`config.mk`:
```
export PLATFORM = sky130hd
export DESIGN_NAME = fetch_sequencer
export DESIGN_NICKNAME = d
export VERILOG_FILES = /design/src/rtl/ppu_pkg.sv /design/src/rtl/pc_unit.sv /design/src/rtl/fetch_sequencer.sv
export SDC_FILE = /design/constraint.sdc
export NUM_CORES = 1
export LEC_CHECK = 0
export BUFFER_PORTS_ARGS = -buffer_cell sky130_fd_sc_hd__buf_2
export CAP_MARGIN = 20
export CORE_MARGIN = 2
export CORE_UTILIZATION = 44
export CTS_CLUSTER_DIAMETER = 80
export DETAILED_ROUTE_END_ITERATION = 10
export HOLD_SLACK_MARGIN = 0.12
export PLACE_DENSITY = 0.8
export SYNTH_ARGS = -nofsm -noshare
export SYNTH_HDL_FRONTEND = slang
export SYNTH_SLANG_ARGS = --single-unit
```
`constraint.sdc`:
```
create_clock -name clk -period 2.23 [get_ports clk]
set_input_delay 0.223 -clock clk [delete_from_list [all_inputs] [get_ports clk]]
set_output_delay 0.223 -clock clk [all_outputs]
set_load 0.005 [all_outputs]
```
`src/rtl/ppu_pkg.sv`:
```
// Shared types and constants for the PPU pipeline front end.
package ppu_pkg;

  localparam int unsigned XLEN        = 32;
  localparam int unsigned WORD_BYTES  = 4;
  localparam int unsigned FLUSH_CNT_W = 2;
  localparam int unsigned COUNT_W     = 16;

  localparam logic [XLEN-1:0] NOP_INSTR = 32'h0;

  typedef enum logic [1:0] {
    IDLE  = 2'd0,
    RUN   = 2'd1,
    STALL = 2'd2,
    FLUSH = 2'd3
  } fetch_state_e;

  typedef struct packed {
    logic [XLEN-1:0] instr;
    logic [XLEN-1:0] pc;
    logic            valid;
  } if_id_t;

  // Force an address onto a word boundary.
  function automatic logic [XLEN-1:0] align_word(input logic [XLEN-1:0] addr);
    return {addr[XLEN-1:2], 2'b00};
  endfunction

endpackage

```
`src/rtl/pc_unit.sv`:
```
// Program counter: word-aligned load for redirects, modulo-RAM-size increment for fetches.
module pc_unit
  import ppu_pkg::*;
#(
  parameter logic [XLEN-1:0] RESET_PC  = 32'h0000_0000,
  parameter int unsigned     MEM_BYTES = 256
) (
  input  logic            clk,
  input  logic            reset,
  input  logic            load,
  input  logic            advance,
  input  logic [XLEN-1:0] target,
  output logic [XLEN-1:0] pc
);

  localparam logic [XLEN-1:0] ADDR_MASK = XLEN'(MEM_BYTES - 1);

  logic [XLEN-1:0] pc_next;

  // A redirect takes precedence over a sequential step.
  always_comb begin
    pc_next = pc;
    if (load) begin
      pc_next = align_word(target) & ADDR_MASK;
    end else if (advance) begin
      pc_next = (pc + XLEN'(WORD_BYTES)) & ADDR_MASK;
    end
  end

  always_ff @(posedge clk or negedge reset) begin
    if (!reset) begin
      pc <= RESET_PC;
    end else begin
      pc <= pc_next;
    end
  end

endmodule

```
`src/rtl/fetch_sequencer.sv`:
```
// Instruction-fetch controller: sequences the PC through stalls and taken-branch
// flushes and loads the IF/ID pipeline register from the instruction RAM.
module fetch_sequencer
  import ppu_pkg::*;
#(
  parameter logic [XLEN-1:0] RESET_PC     = 32'h0000_0000,
  parameter int unsigned     MEM_BYTES    = 256,
  parameter int unsigned     FLUSH_CYCLES = 1
) (
  input  logic               clk,
  input  logic               reset,
  input  logic               stall_in,
  input  logic               branch_taken,
  input  logic [XLEN-1:0]    branch_target,
  input  logic [XLEN-1:0]    ram_data,
  output logic [XLEN-1:0]    ram_addr,
  output logic               ram_enable,
  output logic [XLEN-1:0]    if_id_instr,
  output logic [XLEN-1:0]    if_id_pc,
  output logic               if_id_valid,
  output logic               misalign_err,
  output logic [COUNT_W-1:0] fetch_count
);

  fetch_state_e           state, state_nxt;
  logic [FLUSH_CNT_W-1:0] flush_cnt, flush_nxt;
  if_id_t                 if_id, if_id_nxt;
  logic                   misalign_nxt;
  logic [COUNT_W-1:0]     count_nxt;
  logic                   pc_load, pc_advance;
  logic [XLEN-1:0]        pc;

  pc_unit #(
    .RESET_PC  (RESET_PC),
    .MEM_BYTES (MEM_BYTES)
  ) u_pc_unit (
    .clk     (clk),
    .reset   (reset),
    .load    (pc_load),
    .advance (pc_advance),
    .target  (branch_target),
    .pc      (pc)
  );

  // Next-state and datapath control; priority is branch > stall > fetch.
  always_comb begin
    state_nxt    = state;
    flush_nxt    = flush_cnt;
    if_id_nxt    = if_id;
    misalign_nxt = misalign_err;
    count_nxt    = fetch_count;
    pc_load      = 1'b0;
    pc_advance   = 1'b0;

    case (state)
      IDLE: begin
        state_nxt = RUN;
      end
      RUN, STALL: begin
        if (branch_taken) begin
          pc_load   = 1'b1;
          if_id_nxt = '{instr: NOP_INSTR, pc: '0, valid: 1'b0};
          flush_nxt = FLUSH_CNT_W'(FLUSH_CYCLES - 1);
          state_nxt = FLUSH;
          if (branch_target[1:0] != 2'b00) begin
            misalign_nxt = 1'b1;
          end
        end else if (state == STALL) begin
          // Leaving STALL spends one restart cycle before the next fetch.
          if (!stall_in) begin
            state_nxt = RUN;
          end
        end else if (stall_in) begin
          state_nxt = STALL;
        end else begin
          pc_advance = 1'b1;
          if_id_nxt  = '{instr: ram_data, pc: pc, valid: 1'b1};
          count_nxt  = fetch_count + COUNT_W'(1);
        end
      end
      FLUSH: begin
        if (flush_cnt == '0) begin
          state_nxt = RUN;
        end else begin
          flush_nxt = flush_cnt - FLUSH_CNT_W'(1);
        end
      end
      default: begin
        state_nxt = IDLE;
      end
    endcase
  end

  always_ff @(posedge clk or negedge reset) begin
    if (!reset) begin
      state        <= IDLE;
      flush_cnt    <= '0;
      if_id        <= '0;
      misalign_err <= 1'b0;
      fetch_count  <= '0;
    end else begin
      state        <= state_nxt;
      flush_cnt    <= flush_nxt;
      if_id        <= if_id_nxt;
      misalign_err <= misalign_nxt;
      fetch_count  <= count_nxt;
    end
  end

  assign ram_addr    = pc;
  assign ram_enable  = (state == RUN);
  assign if_id_instr = if_id.instr;
  assign if_id_pc    = if_id.pc;
  assign if_id_valid = if_id.valid;

endmodule

```
* Word-level counts from Yosys, hierarchy flattened
Index checks and enable logic that the tools add are counted.
** Word-level totals
- Register bits :: 118
- Word-level logic and storage cells :: 55
- Input bits :: 68
** Operators by class
- Mux-type cells :: 20
- Reductions and logical operators :: 11
- $add $sub $neg :: 3
- Eq/ne operators :: 10
- Bitwise gates (word level) :: 3
** Operators by type and width (count)
- two-way mux 65 bit :: 3
- two-way mux 32 bit :: 2
- adder 16 x 1 -> 16 bit, second input constant :: 1
- two-way mux 2 bit :: 7
- AND reduction 3 bit :: 4
- adder 8 x 3 -> 8 bit, second input constant :: 1
- inequality test 2 bit, second input constant :: 4
- inequality test 4 bit, second input constant :: 2
- two-way mux 1 bit :: 6
- one-hot mux 2 bit (3 select lines) :: 1
- nonzero test 2 bit :: 3
- == test 2 bit, second input constant :: 2
- logical NOT 2 bit :: 2
- one-hot mux 2 bit (2 select lines) :: 1
- AND reduction 4 bit :: 1
- NOT 1 bit :: 3
- == test 2 x 1 -> 1 bit, second input constant :: 1
- inequality test 2 x 1 -> 1 bit, second input constant :: 1
- OR reduction 2 bit :: 1
- subtractor 2 x 1 -> 2 bit, second input constant :: 1

* Depth between registers and ports, before layout
- Word-level depth :: 6
- Mapped depth :: 8
- Gate-level depth less buffers :: 6

* Modules after synthesis
Synthesis repeated with hierarchy kept, for this count alone.
** Unflattened totals
- Cells, all modules :: 308
- Area, all modules :: 3875.0 um2
** By module, submodules not included
- fetch_sequencer :: seq. area each 2152.1 um2, cells each 249, instances 1, area each 3369.5 um2
- pc_unit :: seq. area each 150.1 um2, cells each 59, instances 1, area each 505.5 um2

* Worst setup path before layout
No wires, ideal clock.
- Path kind :: register to register
- Start :: register state[0]
- End :: register fetch_count[8]
- Path slack :: 356 ps
- Arrival time :: 1750 ps
- Period minus slack after synthesis :: 1874 ps
- Setup time :: 124 ps
- Data required time :: 2106 ps
- Stages on the path, launching flop included :: 9
- Cell sequence :: dfrtp_1 > inv_1 > ha_1 > buf_2 > nor4_4 > and4_1 > buf_4 > nand3_1 > xnor2_1
** On the way
- Longest elaborated chain between the ends :: 3
** RTL lines
- from (decl) :: RTL line fetch_sequencer.sv:25 : fetch_state_e state, state_nxt;
- from (signal assigned) :: RTL line fetch_sequencer.sv:102 : state <= state_nxt;
- == test 2 x 1 -> 1 bit / == test 2 bit (equally long branches) :: RTL line fetch_sequencer.sv:55, fetch_sequencer.sv:68
- OR reduction 2 bit / NOT 1 bit (equally long branches)
- AND reduction 4 bit (no line) *
- to (signal assigned) :: RTL line fetch_sequencer.sv:106 : fetch_count <= count_nxt;
- to (decl) :: RTL line fetch_sequencer.sv:22 : output logic [COUNT_W-1:0] fetch_count
Mark *: on every way between the ends. The rest lies on a longest branch, timed or not.
A chain may end at the register's enable or synchronous reset.

* Worst setup path in the final report
- Start :: register state[0]
- End :: register u_pc_unit.pc[7]
** On the way
- Longest elaborated chain between the ends :: 5
** RTL lines
- == test 2 bit :: RTL line fetch_sequencer.sv:55, fetch_sequencer.sv:68
- two-way mux 1 bit :: RTL line fetch_sequencer.sv:68 : end else if (state == STALL) begin
- two-way mux 1 bit :: RTL line fetch_sequencer.sv:60 : if (branch_taken) begin
- two-way mux 1 bit :: RTL line fetch_sequencer.sv:55 : case (state)
- nonzero test 2 bit (no line)
- to (signal assigned) :: RTL line pc_unit.sv:34 : pc <= pc_next;
- to (decl) :: RTL line pc_unit.sv:13 : output logic [XLEN-1:0] pc
Parallel ways exist; a longest one is shown, timed or not.

==> results.tsv <==
metric	value	unit
outcome	completed	
cp_top_family	simple AND/OR/NAND/NOR gates	
setup.worst_path.class	flop to flop	
slew_headroom	0.523	
setup_slack	0.267	ns
setup_tns	0	ns
area_growth	33.2	%
ys_seq_area_frac	0.527	
antenna_found_initial	0	
whs_path_depth	3	
p_leak	2.26	nW
slowest_stage	dfrtp_1	
grt_max_degree	38	
worstHoldPathType	primary input to flop	
die_w	89.0	um
setup_viol	0	
diodes	0	
cpPeakStageDelay	0.40	ns
powerDensity	1160	mW/mm^2
wl_per_cell	14.8	um
synth_seq_cells	67	
layout_common_cells	108 x buf_2, 67 x dfrtp_1, 50 x conb_1, 38 x a22o_1, 38 x dlygate4sd3_1	
htreeDepth	3	
vias_per_cell	4.81	
dieArea	0.00793	mm^2
cts_tree	yes	
max_freq	0.509	GHz
drcViolationCount	0	
yosys_warnings	0	
yosysTopAreaCell	dfrtp_1	
grt_pass1_wl	12000	um
post-route-min-period	1.96	ns
place_ws	0.256	ns
rsz0062_at_grt	false	
avgSynthCellArea	11.5	um^2
initial_core_util	0.461	
worstMarginPinSlew	0.716	ns
synth_area_leaders	dfrtp_1 53%, buf_4 13%, a22o_1 10%	
dr.pass1.iters	4	
routed_wl	7810	um
drv_cap	0	
synth.distinct_cells	33	
io_pins	183	
required	2.48	ns
clk_latency	0.34	ns
synthCells	276	
place_hpwl	4950	um
drt_iter0_markers	106	
endpoint_kind	flop	
rows	30	
clock-root-buffer	clkbuf_8	
finalNetCount	503	
drive_gt1_frac	0.319	
place.gp.congestion	0.818	
overflow	0	
yosys.area.top_type_share	0.527	
netlist_area	0.00318	mm^2
clock_path_buffers	2	
clock-sinks	67	
min_period_over_period	0.880	
path_max_fanout	6	
slew_viol_final	0	
critPathLaunchType	flop	
fin_cells	528	
placedCellCount	474	
ant_nets	0	
crit_arrival	2.21	ns
crit_buf_inv	2	
grt_usage	0.202	
yosys_most_used_dff	dfrtp_1	
core_area	0.00691	mm^2
die_y	89.0	um
peakVddDrop	0.000557	V
hold_viol_final	0	
skew	0.00661	ns
cp.depth	7	
vias	2538	
clk_pin_slew	0.07	ns
grt_pass1_vias	2436	
async_reset_ff_frac	1.00	
io_buffers	108	
synth_edf_count	0	
layout_commonest_cell	buf_2	
r2r_cells	7	
cts_made_buffers	9	
path_cells	inv_1 -> ha_1 -> nor4_4 -> buf_4 -> nand4_1 -> xor2_1 -> o21ai_0	
-- logic make-up (layout without fill, tap and decap cells) --
logic type                 after synthesis  in the layout  synth area share
DFF                                     67             67             0.527
AOI/OAI and AO/OA                       55             55             0.134
xor gates and xnor gates                20             20            0.0574
muxes                                    4              4            0.0130
buffers and inverters                   70            177             0.150
other                                    1             50           0.00118
adders and majority gates                8              8            0.0315
and+or+nand+nor                         51             51            0.0865
-- worst reg2reg max path, cell delays in order, from the launching register on --
cell     delay [ns]
dfrtp_1        0.40
inv_1          0.10
ha_1           0.35
nor4_4         0.37
buf_4          0.22
nand4_1        0.11
xor2_1         0.16
o21ai_0        0.16
-- registers in the layout, indices dropped and copies added (netlist names) --
signal / count
fetch_count: 16
flush_cnt: 2
if_id_instr: 32
if_id_pc: 7
if_id_valid: 1
misalign_err: 1
state: 2
u_pc_unit.pc: 6
-- routing by layer --
layer | GRT usage | vias up | wire length, um
li1 | - | 1154 | -
met2 | 0.343 | 127 | 3920
met1 | 0.233 | 1229 | 3100
met5 | 0 | - | 0
met4 | 0.107 | 0 | 290
met3 | 0.0563 | 28 | 502
-- timing repair --
item	in CTS	in global routing
buffers inserted	0	0
endpoints found under the hold margin	67	0
resized for setup	0	0
hold buffers	38	0
-- power by group --
group | internal [mW] | switching [mW] | total, mW
clock network | 0.546 | 0.462 | 1.01
registers | 1.68 | 0.347 | 2.03
logic | 0.943 | 0.954 | 1.90
-- cell type report --
cell class | count | area [um^2]
clock buffers | 12 | 145
clock inverters | 4 | 50.0
fillers | 591 | 2670
inverters | 6 | 22.5
multi-input cells | 188 | 1220
flip-flops and latches | 67 | 1680
well taps | 96 | 120
repair buffers | 155 | 1000
-- worst paths after layout --
kind	slack, ns	start	end
min in group asynchronous	0.51	reset	if_id_instr[0]
hold reg to reg	0.48	misalign_err	misalign_err
setup reg to reg	0.27	state[0]	u_pc_unit.pc[7]
max in group asynchronous	1.08	reset	fetch_count[1]
hold / removal	0.13	branch_target[3]	u_pc_unit.pc[3]
setup / recovery	0.27	state[0]	u_pc_unit.pc[7]
-- metrics by stage --
step	area [um^2]	util	total power, mW	hold WS (ns)
floorplan	3370	-	3.07	-0.0726
global placement	3660	0.530	3.75	0.301
detailed placement	3660	0.530	3.84	0.323
CTS	4240	0.614	4.91	0.121
global route	4240	0.614	5.27	0.125
finish	4240	0.614	4.93	0.129
-- synthesized netlist by cell type (2+ instances only) --
library cell,n
dfrtp_1,67
a22o_1,38
buf_4,53
ha_1,8
nor3_1,3
nor4_1,2
inv_1,6
nand2_1,18
nand4_1,5
xor2_1,6
clkbuf_1,4
a21oi_1,2
nor2_1,7
nand2b_1,2
nand3_1,4
o21ai_0,12
xnor2_1,13
buf_2,6
and3_1,3
mux2i_1,3
nor2b_1,2
Power figures use the tool's default switching activity.
